[config.mk]
export PLATFORM = sky130hd
export DESIGN_NAME = frame_buf_ctrl
export DESIGN_NICKNAME = d
export VERILOG_FILES = /design/src/rtl/fb_pkg.sv /design/src/rtl/frame_buf_ctrl.sv
export SDC_FILE = /design/constraint.sdc
export NUM_CORES = 1
export LEC_CHECK = 0
export ABC_CLOCK_PERIOD_IN_PS = 4900
export BUFFER_PORTS_ARGS = -buffer_cell sky130_fd_sc_hd__buf_2
export CAP_MARGIN = 20
export CORE_MARGIN = 3
export CORE_UTILIZATION = 30
export CTS_BUF_LIST = sky130_fd_sc_hd__clkbuf_8
export DETAILED_ROUTE_END_ITERATION = 12
export GPL_ROUTABILITY_DRIVEN = 0
export PLACE_DENSITY = 0.59
export SETUP_SLACK_MARGIN = 0.1
export SKIP_CTS_REPAIR_TIMING = 1
export SLEW_MARGIN = 10
export SYNTH_ARGS = -nofsm -noshare
export SYNTH_HDL_FRONTEND = slang
export SYNTH_SLANG_ARGS = --single-unit
[constraint.sdc]
create_clock -name clk -period 4.9 [get_ports clk]
set_clock_uncertainty 0.2 [all_clocks]
set_input_delay 0.735 -clock clk [delete_from_list [all_inputs] [get_ports clk]]
set_output_delay 0.735 -clock clk [all_outputs]
set_load 0.02 [all_outputs]
[src/rtl/fb_pkg.sv]
// Shared constants, read-FSM state type and ring-pointer helper for the
// frame buffer controller.
package fb_pkg;

  localparam int unsigned NUM_FRAMES    = 30;
  localparam int unsigned PIX_PER_FRAME = 8;
  localparam int unsigned DATA_W        = 10;
  localparam int unsigned PADDR_W       = 4;
  localparam int unsigned FRAME_W       = 5;
  localparam int unsigned PIDX_W        = 3;

  typedef enum logic [1:0] {
    IDLE,
    ISSUE,
    WAIT,
    HOLD
  } rd_state_e;

  function automatic logic [FRAME_W-1:0] ptr_wrap(input logic [FRAME_W-1:0] p);
    return (p == FRAME_W'(NUM_FRAMES - 1)) ? '0 : p + 1'b1;
  endfunction

endpackage

[src/rtl/frame_buf_ctrl.sv]
// Frame-granular ring FIFO sequencer for the pixel frame buffer RAM: packs the
// input pixel stream into frame slots and replays complete frames in order.
module frame_buf_ctrl
  import fb_pkg::*;
(
  input  logic               clk,
  input  logic               rst,
  input  logic               s_valid,
  input  logic               s_sof,
  input  logic [DATA_W-1:0]  s_data,
  input  logic [PADDR_W-1:0] s_addr,
  output logic               m_valid,
  input  logic               m_ready,
  output logic [DATA_W-1:0]  m_data,
  output logic [PADDR_W-1:0] m_addr,
  output logic               m_last,
  output logic [FRAME_W-1:0] m_frame,
  output logic               ram_write_en,
  output logic [DATA_W-1:0]  ram_pixel_data_in,
  output logic [PADDR_W-1:0] ram_pixel_addr_in,
  output logic [FRAME_W-1:0] ram_frame_sel,
  output logic [PIDX_W-1:0]  ram_pixel_index_in,
  output logic               ram_read_en,
  output logic [FRAME_W-1:0] ram_frame_read_sel,
  output logic [PIDX_W-1:0]  ram_pixel_index_out,
  input  logic [DATA_W-1:0]  ram_pixel_data_out,
  input  logic [PADDR_W-1:0] ram_pixel_addr_out,
  input  logic               ram_valid_out,
  output logic [FRAME_W-1:0] frames_stored,
  output logic               overflow,
  output logic               sof_err
);

  localparam logic [PIDX_W-1:0]  LAST_IDX = PIDX_W'(PIX_PER_FRAME - 1);
  localparam logic [FRAME_W-1:0] FULL_CNT = FRAME_W'(NUM_FRAMES);

  logic [FRAME_W-1:0] wr_ptr_q, wr_ptr_d;
  logic [PIDX_W-1:0]  wr_idx_q, wr_idx_d;
  logic               drop_q, drop_d;
  logic [FRAME_W-1:0] rd_ptr_q, rd_ptr_d;
  logic [PIDX_W-1:0]  rd_idx_q, rd_idx_d;
  logic [FRAME_W-1:0] count_q, count_d;
  rd_state_e          state_q, state_d;
  logic [DATA_W-1:0]  hold_data_q, hold_data_d;
  logic [PADDR_W-1:0] hold_addr_q, hold_addr_d;

  logic               m_valid_q, m_valid_d;
  logic               m_last_q, m_last_d;
  logic [FRAME_W-1:0] m_frame_q, m_frame_d;
  logic               ram_read_en_q, ram_read_en_d;
  logic [FRAME_W-1:0] ram_frame_read_sel_q, ram_frame_read_sel_d;
  logic [PIDX_W-1:0]  ram_pixel_index_out_q, ram_pixel_index_out_d;
  logic [FRAME_W-1:0] frames_stored_q, frames_stored_d;
  logic               overflow_q, overflow_d;
  logic               sof_err_q, sof_err_d;

  logic               wr_start;
  logic               full;
  logic [PIDX_W-1:0]  cur_idx;
  logic               cur_drop;
  logic               commit;
  logic               pop;

  // Write side: a mid-frame s_sof restarts the frame at index 0 in the same
  // slot, so the full check and drop decision are re-made for that pixel.
  always_comb begin
    wr_start = s_valid & ((wr_idx_q == '0) | s_sof);
    full     = (count_q == FULL_CNT);
    cur_idx  = wr_start ? '0 : wr_idx_q;
    cur_drop = wr_start ? full : drop_q;
    commit   = s_valid & ~cur_drop & (cur_idx == LAST_IDX);

    ram_write_en       = s_valid & ~cur_drop;
    ram_pixel_data_in  = s_data;
    ram_pixel_addr_in  = s_addr;
    ram_frame_sel      = wr_ptr_q;
    ram_pixel_index_in = cur_idx;

    wr_idx_d = wr_idx_q;
    drop_d   = drop_q;
    if (s_valid) begin
      wr_idx_d = (cur_idx == LAST_IDX) ? '0 : cur_idx + 1'b1;
      drop_d   = cur_drop;
    end
    wr_ptr_d   = commit ? ptr_wrap(wr_ptr_q) : wr_ptr_q;
    overflow_d = wr_start & full;
    sof_err_d  = s_valid & s_sof & (wr_idx_q != '0);
  end

  always_comb begin
    state_d     = state_q;
    rd_ptr_d    = rd_ptr_q;
    rd_idx_d    = rd_idx_q;
    hold_data_d = hold_data_q;
    hold_addr_d = hold_addr_q;
    pop         = 1'b0;

    unique case (state_q)
      IDLE:  if (count_q != '0) state_d = ISSUE;
      ISSUE: state_d = WAIT;
      WAIT: begin
        if (ram_valid_out) begin
          hold_data_d = ram_pixel_data_out;
          hold_addr_d = ram_pixel_addr_out;
          state_d     = HOLD;
        end
      end
      HOLD: begin
        if (m_ready) begin
          if (rd_idx_q == LAST_IDX) begin
            pop      = 1'b1;
            rd_idx_d = '0;
            rd_ptr_d = ptr_wrap(rd_ptr_q);
            state_d  = IDLE;
          end else begin
            rd_idx_d = rd_idx_q + 1'b1;
            state_d  = ISSUE;
          end
        end
      end
      default: state_d = IDLE;
    endcase

    count_d = count_q;
    if (commit && !pop) count_d = count_q + 1'b1;
    else if (pop && !commit) count_d = count_q - 1'b1;

    // Outputs are registered from the next-state view so they line up with state_q.
    ram_read_en_d         = (state_d == ISSUE);
    ram_frame_read_sel_d  = rd_ptr_d;
    ram_pixel_index_out_d = rd_idx_d;
    m_valid_d             = (state_d == HOLD);
    m_last_d              = (state_d == HOLD) && (rd_idx_d == LAST_IDX);
    m_frame_d             = rd_ptr_d;
    frames_stored_d       = count_d;
  end

  always_ff @(posedge clk) begin
    if (rst) begin
      wr_ptr_q              <= '0;
      wr_idx_q              <= '0;
      drop_q                <= 1'b0;
      rd_ptr_q              <= '0;
      rd_idx_q              <= '0;
      count_q               <= '0;
      state_q               <= IDLE;
      hold_data_q           <= '0;
      hold_addr_q           <= '0;
      m_valid_q             <= 1'b0;
      m_last_q              <= 1'b0;
      m_frame_q             <= '0;
      ram_read_en_q         <= 1'b0;
      ram_frame_read_sel_q  <= '0;
      ram_pixel_index_out_q <= '0;
      frames_stored_q       <= '0;
      overflow_q            <= 1'b0;
      sof_err_q             <= 1'b0;
    end else begin
      wr_ptr_q              <= wr_ptr_d;
      wr_idx_q              <= wr_idx_d;
      drop_q                <= drop_d;
      rd_ptr_q              <= rd_ptr_d;
      rd_idx_q              <= rd_idx_d;
      count_q               <= count_d;
      state_q               <= state_d;
      hold_data_q           <= hold_data_d;
      hold_addr_q           <= hold_addr_d;
      m_valid_q             <= m_valid_d;
      m_last_q              <= m_last_d;
      m_frame_q             <= m_frame_d;
      ram_read_en_q         <= ram_read_en_d;
      ram_frame_read_sel_q  <= ram_frame_read_sel_d;
      ram_pixel_index_out_q <= ram_pixel_index_out_d;
      frames_stored_q       <= frames_stored_d;
      overflow_q            <= overflow_d;
      sof_err_q             <= sof_err_d;
    end
  end

  assign m_valid             = m_valid_q;
  assign m_data              = hold_data_q;
  assign m_addr              = hold_addr_q;
  assign m_last              = m_last_q;
  assign m_frame             = m_frame_q;
  assign ram_read_en         = ram_read_en_q;
  assign ram_frame_read_sel  = ram_frame_read_sel_q;
  assign ram_pixel_index_out = ram_pixel_index_out_q;
  assign frames_stored       = frames_stored_q;
  assign overflow            = overflow_q;
  assign sof_err             = sof_err_q;

endmodule

==> flow_metrics.env, run 1 <==
export IMPL_run_status="finished, final reports clean"
export IMPL_floorplan_io_pins=94
export IMPL_number_of_pins_with_negative_max_slew_slack_in_the_final_report=0
export IMPL_tns_ns=0
export IMPL_post_route_util_pct=37.5
export IMPL_timing_worst_slew_pin_value_ns=0.763
export IMPL_crit_arrival_ns=3.86
export IMPL_clkLatencyLatePin_ns=0.29
export IMPL_setup_worst_path_start_class="input port"
export IMPL_netlist_area_before_placement_um2=2100
export IMPL_class_of_the_most_critical_hold_timing_path="register to register"
export IMPL_leakagePower_nw=1.15
export IMPL_tritoncts_num_sinks=43
export IMPL_num_nets_final=332
export IMPL_min_path_cells=2
export IMPL_holdPathEnd="m_data[1]"
export IMPL_die_w_um=89.6
export IMPL_cellPowerDensity_nw_per_um2=262
export IMPL_cap_viol_max_count=0
export IMPL_fp_dieArea_um2=8030
export IMPL_swShare_pct=20.9
export IMPL_synth_mux_area_share_pct=3.88
export IMPL_synth_seq_area_share_pct=41.0
export IMPL_max_slew_headroom_pct=49.2
export IMPL_globalRoute_totalOverflow=0
export IMPL_combinational_power_share_pct=4.4
export IMPL_holdCritStartpoint="m_data[1]"
export IMPL_rr_worst_depth=14
export IMPL_crit_fanout=7
export IMPL_antenna_diode_count=0
export IMPL_dieHeight_um=89.6
export IMPL_rr_startpoint="wr_idx_q[0]"
export IMPL_synth_top_cells_by_count="43 x dfxtp_1, 36 x nand2_1, 27 x nor2_1"
export IMPL_ys_seq_elements=43
export IMPL_hold_violations=0
export IMPL_synth_simple_area_share_pct=21.6
export IMPL_synthesis_area_per_instance_um2=8.67
export IMPL_vias=1723
export IMPL_finalCritPeriodShare_pct=79.1
export IMPL_max_clock_path_buffers=2
export IMPL_post_synth_inst_count=242
export IMPL_drt_drc_violations_left=0
export IMPL_detail_route_vias_per_cell=4.56
export IMPL_antenna_found_initial=0
export IMPL_net_switching_power_mw=0.135
export IMPL_timing_final_setup_violations=0
export IMPL_grt_pass1_vias=1597
export IMPL_pin_count_of_the_biggest_net_entering_global_routing=42
export IMPL_cts_root_buf="clkbuf_8"
export IMPL_route_antenna_remaining_nets=0
export IMPL_clock_tree_htree_level_count=2
export IMPL_path_class="input port to register"
export IMPL_setup_repair_after_global_routing_missed_its_margin="no"
export IMPL_postSynth_topFlopCell="dfxtp_1"
export IMPL_first_pass_grt_wire_length_um=7170
export IMPL_parity_gate_share_of_the_synthesized_area_counting_xor_and_xnor_cells_pct=2.92
export IMPL_timing_final_crit_period_ns=3.88
export IMPL_final_layout_size_suffix_gt1_share_pct=27.4
export IMPL_p_int_mw=0.509
export IMPL_reg_to_reg_critical_path_endpoint="frames_stored[4]"
export IMPL_initial_core_util_pct=31.9
export IMPL_crit_required_ns=4.89
export IMPL_synth_top_family_by_area="simple AND/OR/NAND/NOR gates"
export IMPL_fmax_mhz=258
export IMPL_syn2layout_area_growth_pct=17.3
export IMPL_p_seq_share_pct=54.6
export IMPL_ys_async_sr_fraction_pct=0
export IMPL_yosysUniqueCellTypes=44
export IMPL_drt_wl_total_um=4420
export IMPL_post_drt_wl_per_cell_um=11.7
export IMPL_io_buffer_count=65
export IMPL_power_ir_vdd_worst_mv=0.101
export IMPL_std_cell_rows=29
export IMPL_number_of_enable_type_register_cells_in_the_synthesized_netlist=0
export IMPL_dp_hpwl_um=3230
export IMPL_worst_setup_path_end_kind="register"
export IMPL_tritoncts_num_buffers=5
export IMPL_number_of_detailed_route_iterations_in_the_first_pass=3
export IMPL_core_area_um2=6570
export IMPL_post_synth_fa_ha_maj_area_fraction_pct=8.11
export IMPL_tritoncts="built"
export IMPL_grtUsageTotal_pct=11.3
export IMPL_setup_reg_to_reg_worst_slack_ns=1.14
export IMPL_yosysTopAreaCellShare_pct=41.0
export IMPL_yosys_top_cells_area="dfxtp_1 41%, ha_1 7.2%, buf_4 6.8%"
export IMPL_clock_slew_at_the_register_clock_pins_of_the_worst_setup_and_hold_paths_ns=0.08
export IMPL_synth_warn=0
export IMPL_synth_net_count=289
export IMPL_synth_most_common_cell="dfxtp_1"
export IMPL_share_of_power_burned_in_the_clock_network_pct=40.9
export IMPL_post_synth_top_area_cell="dfxtp_1"
export IMPL_synth_compound_area_share_pct=12.8
export IMPL_detail_route_iter0_violations=33
worst max path at each step:
stage | startpoint | endpoint | slack [ns] | cells after the start
after floorplan | s_valid | frames_stored[4] | 1.02 | 14
after global placement | s_sof | frames_stored[4] | 0.90 | 14
after detailed placement | s_sof | frames_stored[4] | 0.72 | 14
after CTS | s_sof | frames_stored[4] | 1.03 | 14
after global routing | s_sof | frames_stored[4] | 0.74 | 14
final | s_sof | frames_stored[4] | 1.02 | 14
layer usage:
| layer | vias to the layer above | GRT usage, % | share of wire (%) |
|---|---|---|---|
| met3 | 6 | 3.01 | 5.7 |
| met4 | 0 | 5.01 | 1.7 |
| met1 | 786 | 13.4 | 46 |
| met5 | - | 0 | 0 |
| met2 | 41 | 19.1 | 46 |
| li1 | 890 | - | - |
cells in the final DEF, fill, tap and decap left out, types with 4 or more instances in the layout:
cell type / Yosys / routed
clkbuf_8: 0 / 5
buf_2: 1 / 65
a21oi_1: 22 / 22
o21ai_0: 4 / 4
xor2_1: 5 / 5
mux2i_1: 7 / 7
nor3_1: 7 / 7
ha_1: 12 / 12
inv_1: 6 / 7
and2_1: 4 / 4
nor2_1: 27 / 27
dfxtp_1: 43 / 43
nand2_1: 36 / 36
power groups by stage:
stage	registers, mW	clock network, mW	logic (mW)
floorplan	0.360	0	0.0324
global placement	0.360	0	0.0290
detailed placement	0.360	0	0.0288
CTS	0.352	0.280	0.0290
global route	0.352	0.290	0.0320
finish	0.352	0.264	0.0284
cell families after synthesis:
family | after synthesis
DFF | 43
AOI/OAI and AO/OA | 42
muxes | 8
xor gates and xnor gates | 7
buffers and inverters | 35
and+or+nand+nor | 94
adders and majority gates | 13
sequential cells by signal, summed over array words and instances (netlist names):
signal               cells
m_data                  10
frames_stored            5
ram_frame_read_sel       5
ram_frame_sel            5
m_addr                   4
ram_pixel_index_out      3
wr_idx_q                 3
state_q                  2
drop_q                   1
m_last                   1
m_valid                  1
overflow                 1
ram_read_en              1
sof_err                  1
worst max-delay path: stages:
cell and delay [ns]:
buf_2 0.14, o21ai_0 0.34, and2_1 0.22, ha_1 0.16, ha_1 0.18, o311ai_2 0.17, nor2_1 0.22, ha_1 0.21
inv_1 0.11, fa_1 0.43, a21o_1 0.19, a21oi_1 0.17, mux2i_1 0.23, mux2_2 0.35
through the flow:
stage / cell area (µm²) / setup WS [ns] / hold slack (ns) / instances / power, mW
2_1_floorplan: 2100 / 1.02 / 0.276 / 242 / 0.393
3_3_place_gp: 2360 / 0.899 / 0.239 / 371 / 0.389
3_5_place_dp: 2360 / 0.719 / 0.244 / 371 / 0.389
4_1_cts: 2460 / 1.03 / 0.256 / 378 / 0.661
5_1_grt: 2460 / 0.737 / 0.271 / 378 / 0.674
6_report: 2460 / 1.02 / 0.252 / 378 / 0.644
area by class of cell:
| class | instances | area (µm²) |
|---|---|---|
| inverters | 6 | 22.5 |
| clock inverters | 2 | 33.8 |
| repair buffers | 65 | 325 |
| well taps | 93 | 116 |
| fillers | 692 | 4110 |
| multi-input cells | 164 | 1030 |
| flip-flops and latches | 43 | 861 |
| clock buffers | 5 | 68.8 |
(Power assumes the default switching activity.)
==> inputs of run 2 (changes only) <==
--- a/config.mk
+++ b/config.mk
@@ -5,7 +5,8 @@
 export SDC_FILE = /design/constraint.sdc
 export NUM_CORES = 1
 export LEC_CHECK = 0
-export ABC_CLOCK_PERIOD_IN_PS = 4900
+export ABC_AREA = 1
+export ABC_CLOCK_PERIOD_IN_PS = 3400
 export BUFFER_PORTS_ARGS = -buffer_cell sky130_fd_sc_hd__buf_2
 export CAP_MARGIN = 20
 export CORE_MARGIN = 3
@@ -13,7 +14,7 @@
 export CTS_BUF_LIST = sky130_fd_sc_hd__clkbuf_8
 export DETAILED_ROUTE_END_ITERATION = 12
 export GPL_ROUTABILITY_DRIVEN = 0
-export PLACE_DENSITY = 0.59
+export PLACE_DENSITY = 0.61
 export SETUP_SLACK_MARGIN = 0.1
 export SKIP_CTS_REPAIR_TIMING = 1
 export SLEW_MARGIN = 10
==> constraint.sdc (replaced) <==
create_clock -name clk -period 3.4 [get_ports clk]
set_clock_uncertainty 0.2 [all_clocks]
set_input_delay 0.51 -clock clk [delete_from_list [all_inputs] [get_ports clk]]
set_output_delay 0.51 -clock clk [all_outputs]
set_load 0.02 [all_outputs]
==> run 2 against run 1 <==
  * Combinational power grew 88%
  * Largest power group unchanged
  * Cell count increased by 13%
  * Synthesized cell count up 17%
  * Critical endpoint is now frames_stored[3]
==> flow_metrics.env, run 2 <==
export IMPL_run_status="finished, final reports clean"
export IMPL_detailedPlace_worstSlack_ns=0.279
export IMPL_holdPathEnd="m_data[2]"
export IMPL_netlist_area_before_placement_um2=2120
export IMPL_dp_hpwl_um=3390
export IMPL_yosys_top_cells_area="dfxtp_1 41%, nor2_1 11%, ha_1 7.1%"
export IMPL_yosysUniqueCellTypes=27
export IMPL_layout_cells_most_common="buf_2"
export IMPL_ys_async_sr_fraction_pct=0
export IMPL_syn2layout_area_growth_pct=16.8
export IMPL_max_clock_path_buffers=2
export IMPL_globalRoute_totalOverflow=0
export IMPL_std_cell_rows=30
export IMPL_synthesis_area_per_instance_um2=7.52
export IMPL_finalCritPeriodShare_pct=84.5
export IMPL_cap_viol_max_count=0
export IMPL_power_ir_vdd_worst_mv=0.159
export IMPL_grtUsageTotal_pct=11.3
export IMPL_layout_common_cells="65 x buf_2, 60 x nor2_1, 43 x dfxtp_1, 37 x inv_1, 31 x nand2_1"
export IMPL_cts_root_buf="clkbuf_8"
export IMPL_min_path_cells=3
export IMPL_postLayoutSetupSlackWorst_ns=0.528
export IMPL_largest_register_ffs=10
export IMPL_setup_worst_path_start_class="register"
export IMPL_setup_repair_after_global_routing_missed_its_margin="no"
export IMPL_holdCritStartpoint="ram_pixel_data_out[2]"
export IMPL_tritoncts="built"
export IMPL_rr_startpoint="wr_idx_q[0]"
export IMPL_crit_fanout=4
export IMPL_timing_final_setup_violations=0
export IMPL_floorplan_io_pins=94
export IMPL_number_of_enable_type_register_cells_in_the_synthesized_netlist=0
export IMPL_worst_setup_path_end_kind="register"
export IMPL_drt_wl_total_um=4520
export IMPL_antenna_found_initial=0
export IMPL_drt_drc_violations_left=0
export IMPL_first_pass_grt_wire_length_um=7730
export IMPL_yosysTopAreaCellShare_pct=40.6
export IMPL_tritoncts_num_buffers=5
export IMPL_final_layout_size_suffix_gt1_share_pct=23.9
export IMPL_leakagePower_nw=1.34
export IMPL_fmax_mhz=348
export IMPL_synth_top_cells_by_count="60 x nor2_1, 43 x dfxtp_1, 35 x inv_1"
export IMPL_timing_hold_ws_ns=0.245
export IMPL_postSynth_topFlopCell="dfxtp_1"
export IMPL_number_of_pins_with_negative_max_slew_slack_in_the_final_report=0
export IMPL_synth_most_common_cell="nor2_1"
export IMPL_route_antenna_remaining_nets=0
export IMPL_post_drt_wl_per_cell_um=10.6
export IMPL_grt_pass1_vias=1725
export IMPL_pin_count_of_the_biggest_net_entering_global_routing=17
export IMPL_ys_seq_elements=43
export IMPL_hold_violations=0
export IMPL_tritoncts_num_sinks=43
export IMPL_antenna_diode_count=0
export IMPL_clock_slew_at_the_register_clock_pins_of_the_worst_setup_and_hold_paths_ns=0.08
export IMPL_io_buffer_count=65
export IMPL_crit_arrival_ns=2.86
export IMPL_class_of_the_most_critical_hold_timing_path="input port to register"
export IMPL_detail_route_iter0_violations=63
export IMPL_number_of_detailed_route_iterations_in_the_first_pass=4
export IMPL_synth_seq_area_share_pct=40.6
export IMPL_path_class="register to register"
export IMPL_max_slew_headroom_pct=43.6
export IMPL_post_synth_inst_count=282
export IMPL_vias=1870
export IMPL_clkLatencyLatePin_ns=0.28
export IMPL_post_synth_top_area_cell="dfxtp_1"
export IMPL_timing_final_crit_period_ns=2.87
export IMPL_crit_required_ns=3.39
export IMPL_dieHeight_um=90.1
export IMPL_setup_reg_to_reg_worst_slack_ns=0.53
export IMPL_initial_core_util_pct=31.1
export IMPL_timing_worst_slew_pin_value_ns=0.843
export IMPL_tns_ns=0
export IMPL_num_nets_final=377
export IMPL_die_w_um=90.1
export IMPL_rr_worst_depth=16
export IMPL_core_area_um2=6830
export IMPL_reg_to_reg_critical_path_endpoint="frames_stored[3]"
export IMPL_cellPowerDensity_nw_per_um2=349
export IMPL_synth_net_count=329
export IMPL_detail_route_vias_per_cell=4.38
export IMPL_synth_warn=0
export IMPL_clock_tree_htree_level_count=2
export IMPL_fp_dieArea_um2=8120
[run 2: changes by cell type after synthesis, moves of 4 or more]
cell	change
a21oi_1	-4
and2_1	-4
clkbuf_1	-4
inv_1	+29
mux2i_1	-7
nand2_1	-5
nand3_1	+6
nor2_1	+33
o21ai_0	+19
[run 2: worst max-delay path, cell delays in order (launching register included)]
cell and delay [ns]:
dfxtp_1 0.33, nor2_1 0.13, nand3_1 0.12, nand2_1 0.12
nor2_1 0.08, ha_1 0.20, ha_1 0.19, nand4_1 0.12
inv_1 0.06, ha_1 0.21, inv_1 0.15, ha_1 0.30
a21oi_1 0.16, nand2_1 0.07, xor2_1 0.14, o21ai_0 0.14
inv_1 0.05
[run 2: where the power goes]
| group | internal, mW | switching (mW) |
|---|---|---|
| Sequential | 0.508 | 0.00268 |
| Combinational | 0.0197 | 0.0338 |
| Clock | 0.138 | 0.163 |
| Total | 0.666 | 0.200 |
[run 2: area by class of cell]
type                    instances  area, µm²
fillers                       757       4350
flip-flops and latches         43        861
inverters                      35        131
multi-input cells             178        945
repair buffers                 67        340
clock buffers                   5       68.8
well taps                      96        120
clock inverters                 3       12.5
[run 2: per-stage QoR]
stage | cell area (µm²) | std cells | utilization, % | power (mW)
detailed placement | 2400 | 419 | 35.1 | 0.577
global placement | 2400 | 419 | 35.1 | 0.577
finish | 2480 | 427 | 36.3 | 0.866
floorplan | 2120 | 282 | - | 0.577
global route | 2480 | 427 | 36.3 | 0.917
CTS | 2480 | 427 | 36.3 | 0.888
[run 2: kinds of logic (layout without fill, tap and decap cells)]
| logic type | after synthesis | in the layout | synth area share [%] |
|---|---|---|---|
| buffers and inverters | 61 | 110 | 14.9 |
| adder cells (fa/ha/maj) | 13 | 13 | 8.02 |
| XOR/XNOR | 6 | 6 | 2.48 |
| AO/OA/AOI/OAI | 46 | 46 | 11.5 |
| flip-flops | 43 | 43 | 40.6 |
| AND/OR/NAND/NOR | 113 | 113 | 22.5 |
[run 2: worst max-delay path by stage]
stage | slack [ns] | cells past startpoint | start | endpoint
after floorplan | 0.24 | 16 | s_sof | frames_stored[3]
after global placement | 0.41 | 16 | s_valid | frames_stored[3]
after detailed placement | 0.28 | 16 | s_valid | frames_stored[3]
after CTS | 0.53 | 16 | wr_idx_q[0] | frames_stored[3]
after global routing | 0.30 | 16 | wr_idx_q[0] | frames_stored[3]
final | 0.53 | 16 | wr_idx_q[0] | frames_stored[3]
[run 2: per-layer routing]
metal / GRT usage [%] / share of wire [%] / vias up
li1: - / - / 968
met1: 13.8 / 47 / 845
met2: 18.5 / 45 / 48
met3: 3.60 / 5.8 / 9
met4: 4.46 / 1.7 / 0
met5: 0 / 0 / -
==> inputs of run 3 (changes only) <==
--- a/config.mk
+++ b/config.mk
@@ -6,7 +6,7 @@
 export NUM_CORES = 1
 export LEC_CHECK = 0
 export ABC_AREA = 1
-export ABC_CLOCK_PERIOD_IN_PS = 3400
+export ABC_CLOCK_PERIOD_IN_PS = 2680
 export BUFFER_PORTS_ARGS = -buffer_cell sky130_fd_sc_hd__buf_2
 export CAP_MARGIN = 20
 export CORE_MARGIN = 3
@@ -14,7 +14,7 @@
 export CTS_BUF_LIST = sky130_fd_sc_hd__clkbuf_8
 export DETAILED_ROUTE_END_ITERATION = 12
 export GPL_ROUTABILITY_DRIVEN = 0
-export PLACE_DENSITY = 0.61
+export PLACE_DENSITY = 0.59
 export SETUP_SLACK_MARGIN = 0.1
 export SKIP_CTS_REPAIR_TIMING = 1
 export SLEW_MARGIN = 10
==> constraint.sdc (replaced) <==
create_clock -name clk -period 2.68 [get_ports clk]
set_clock_uncertainty 0.2 [all_clocks]
set_input_delay 0.402 -clock clk [delete_from_list [all_inputs] [get_ports clk]]
set_output_delay 0.402 -clock clk [all_outputs]
set_load 0.02 [all_outputs]
==> run 3 against run 2 <==
  * Sequential share of layout area down 2.2 points
  * Core utilization up 2.7 points
  * Largest cell class unchanged
  * Setup slack worse by 0.28 ns
  * Clock power up 49%
  * Total power up 37%
  * Design area up 7.5%
  * Flip-flop and latch count unchanged
==> flow_metrics.env, run 3 (synthesis results as in run 2) <==
export IMPL_swShare_pct=23.1
export IMPL_min_path_cells=3
export IMPL_tns_ns=0
export IMPL_dieHeight_um=90.1
export IMPL_grtUsageTotal_pct=11.6
export IMPL_clkLatencyLatePin_ns=0.29
export IMPL_setup_worst_path_start_class="register"
export IMPL_path_class="register to register"
export IMPL_max_slew_headroom_pct=45.4
export IMPL_class_of_the_most_critical_hold_timing_path="input port to register"
export IMPL_cts_root_buf="clkbuf_8"
export IMPL_grt_pass1_vias=1693
export IMPL_post_route_util_pct=39.0
export IMPL_number_of_pins_with_negative_max_slew_slack_in_the_final_report=0
export IMPL_area_of_the_multi_input_gates_um2=1060
export IMPL_leakagePower_nw=1.38
export IMPL_timing_final_setup_violations=0
export IMPL_crit_required_ns=2.67
export IMPL_pin_count_of_the_biggest_net_entering_global_routing=27
export IMPL_globalRoute_totalOverflow=0
export IMPL_antenna_diode_count=0
export IMPL_cellPowerDensity_nw_per_um2=446
export IMPL_combinational_power_share_pct=7.6
export IMPL_max_clock_path_buffers=2
export IMPL_rr_worst_depth=16
export IMPL_timing_worst_slew_pin_value_ns=0.817
export IMPL_clock_slew_at_the_register_clock_pins_of_the_worst_setup_and_hold_paths_ns=0.08
export IMPL_std_cell_rows=30
export IMPL_fp_dieArea_um2=8120
export IMPL_share_of_power_burned_in_the_clock_network_pct=37.7
export IMPL_timing_final_crit_period_ns=2.43
export IMPL_crit_fanout=4
export IMPL_num_nets_final=382
export IMPL_floorplan_io_pins=94
export IMPL_run_status="finished, final reports clean"
export IMPL_layout_common_cells="65 x buf_2, 56 x nor2_1, 40 x dfxtp_1, 33 x inv_1, 29 x nand2_1"
export IMPL_io_buffer_count=65
export IMPL_number_of_detailed_route_iterations_in_the_first_pass=4
export IMPL_drt_wl_total_um=4680
export IMPL_detail_route_vias_per_cell=4.28
export IMPL_cp_slowest_stage_delay_ns=0.36
export IMPL_post_drt_wl_per_cell_um=10.8
export IMPL_fillers=723
export IMPL_tritoncts_num_buffers=5
export IMPL_antenna_found_initial=0
export IMPL_p_int_mw=0.914
export IMPL_crit_arrival_ns=2.43
export IMPL_cap_viol_max_count=0
export IMPL_route_antenna_remaining_nets=0
export IMPL_net_switching_power_mw=0.274
export IMPL_detail_route_iter0_violations=53
export IMPL_vias=1848
export IMPL_p_seq_share_pct=54.7
export IMPL_layout_cells_most_common="buf_2"
export IMPL_die_w_um=90.1
export IMPL_syn2layout_area_growth_pct=25.6
export IMPL_tritoncts_num_sinks=43
export IMPL_final_layout_size_suffix_gt1_share_pct=31.8
export IMPL_setup_repair_after_global_routing_missed_its_margin="no"
export IMPL_cpMaxStageDelayCell="dfxtp_4"
export IMPL_dp_hpwl_um=3450
export IMPL_tritoncts="built"
export IMPL_core_area_um2=6830
export IMPL_worst_setup_path_end_kind="register"
export IMPL_finalCritPeriodShare_pct=90.7
export IMPL_clock_tree_htree_level_count=2
export IMPL_seq_area_um2=867
export IMPL_initial_core_util_pct=31.1
export IMPL_series_of_cell_instances_along_the_critical_path="nor2_4, nand3_4, nand2_4, nor2_4, ha_2, ha_2, nand4_1, inv_2, ha_4, inv_6, ha_4, a21oi_2, nand2_1, xor2_1, o21ai_1, inv_1"
export IMPL_largest_register_ffs=10
export IMPL_fmax_mhz=411
export IMPL_first_pass_grt_wire_length_um=7790
export IMPL_hold_violations=0
export IMPL_drt_drc_violations_left=0
export IMPL_power_ir_vdd_worst_mv=0.197
[run 3: final timing paths]
kind,startpoint,endpoint,slack (ns)
max,wr_idx_q[0],frames_stored[3],0.25
min,ram_pixel_data_out[8],m_data[8],0.13
max reg2reg,wr_idx_q[0],frames_stored[3],0.25
min reg2reg,ram_pixel_index_out[2],ram_pixel_index_out[2],0.30
[run 3: critical path: cells and delay by family (launching register included)]
kind	cells	cell delay, ns
fa+ha+maj	4	0.72
simple gates	6	0.53
flops	1	0.36
compound gates	2	0.24
buf+inv	3	0.17
xor+xnor	1	0.14
[run 3: area by class of cell]
| class | instances | area share [%] |
|---|---|---|
| multi-input cells | 178 | 39.9 |
| flip-flops and latches | 43 | 32.5 |
| repair buffers | 72 | 14.2 |
| inverters | 35 | 5.12 |
| well taps | 96 | 4.51 |
| clock buffers | 7 | 3.62 |
| clock inverters | 1 | 0.141 |
[run 3: power groups by stage]
stage | clock network, mW | logic [mW] | registers, mW
floorplan | 0 | 0.0779 | 0.667
global placement | 0 | 0.0850 | 0.664
detailed placement | 0 | 0.0865 | 0.664
CTS | 0.475 | 0.0867 | 0.649
global route | 0.497 | 0.102 | 0.651
finish | 0.447 | 0.0907 | 0.650
[run 3: through the flow]
stage	power (mW)	setup slack (ns)	hold WS [ns]	instances	area (µm²)
6_report	1.19	0.248	0.134	432	2670
5_1_grt	1.25	0.102	0.133	432	2670
4_1_cts	1.21	0.0948	0.122	429	2630
3_5_place_dp	0.751	0.0138	0.289	421	2520
3_3_place_gp	0.749	0.0454	0.283	421	2520
2_1_floorplan	0.745	0.0696	0.269	282	2230
[run 3: layer usage]
layer,part of all wire [%],GRT usage (%)
met1,49,15.4
met2,44,17.9
met3,5.9,3.68
met4,1.3,4.08
met5,0,0
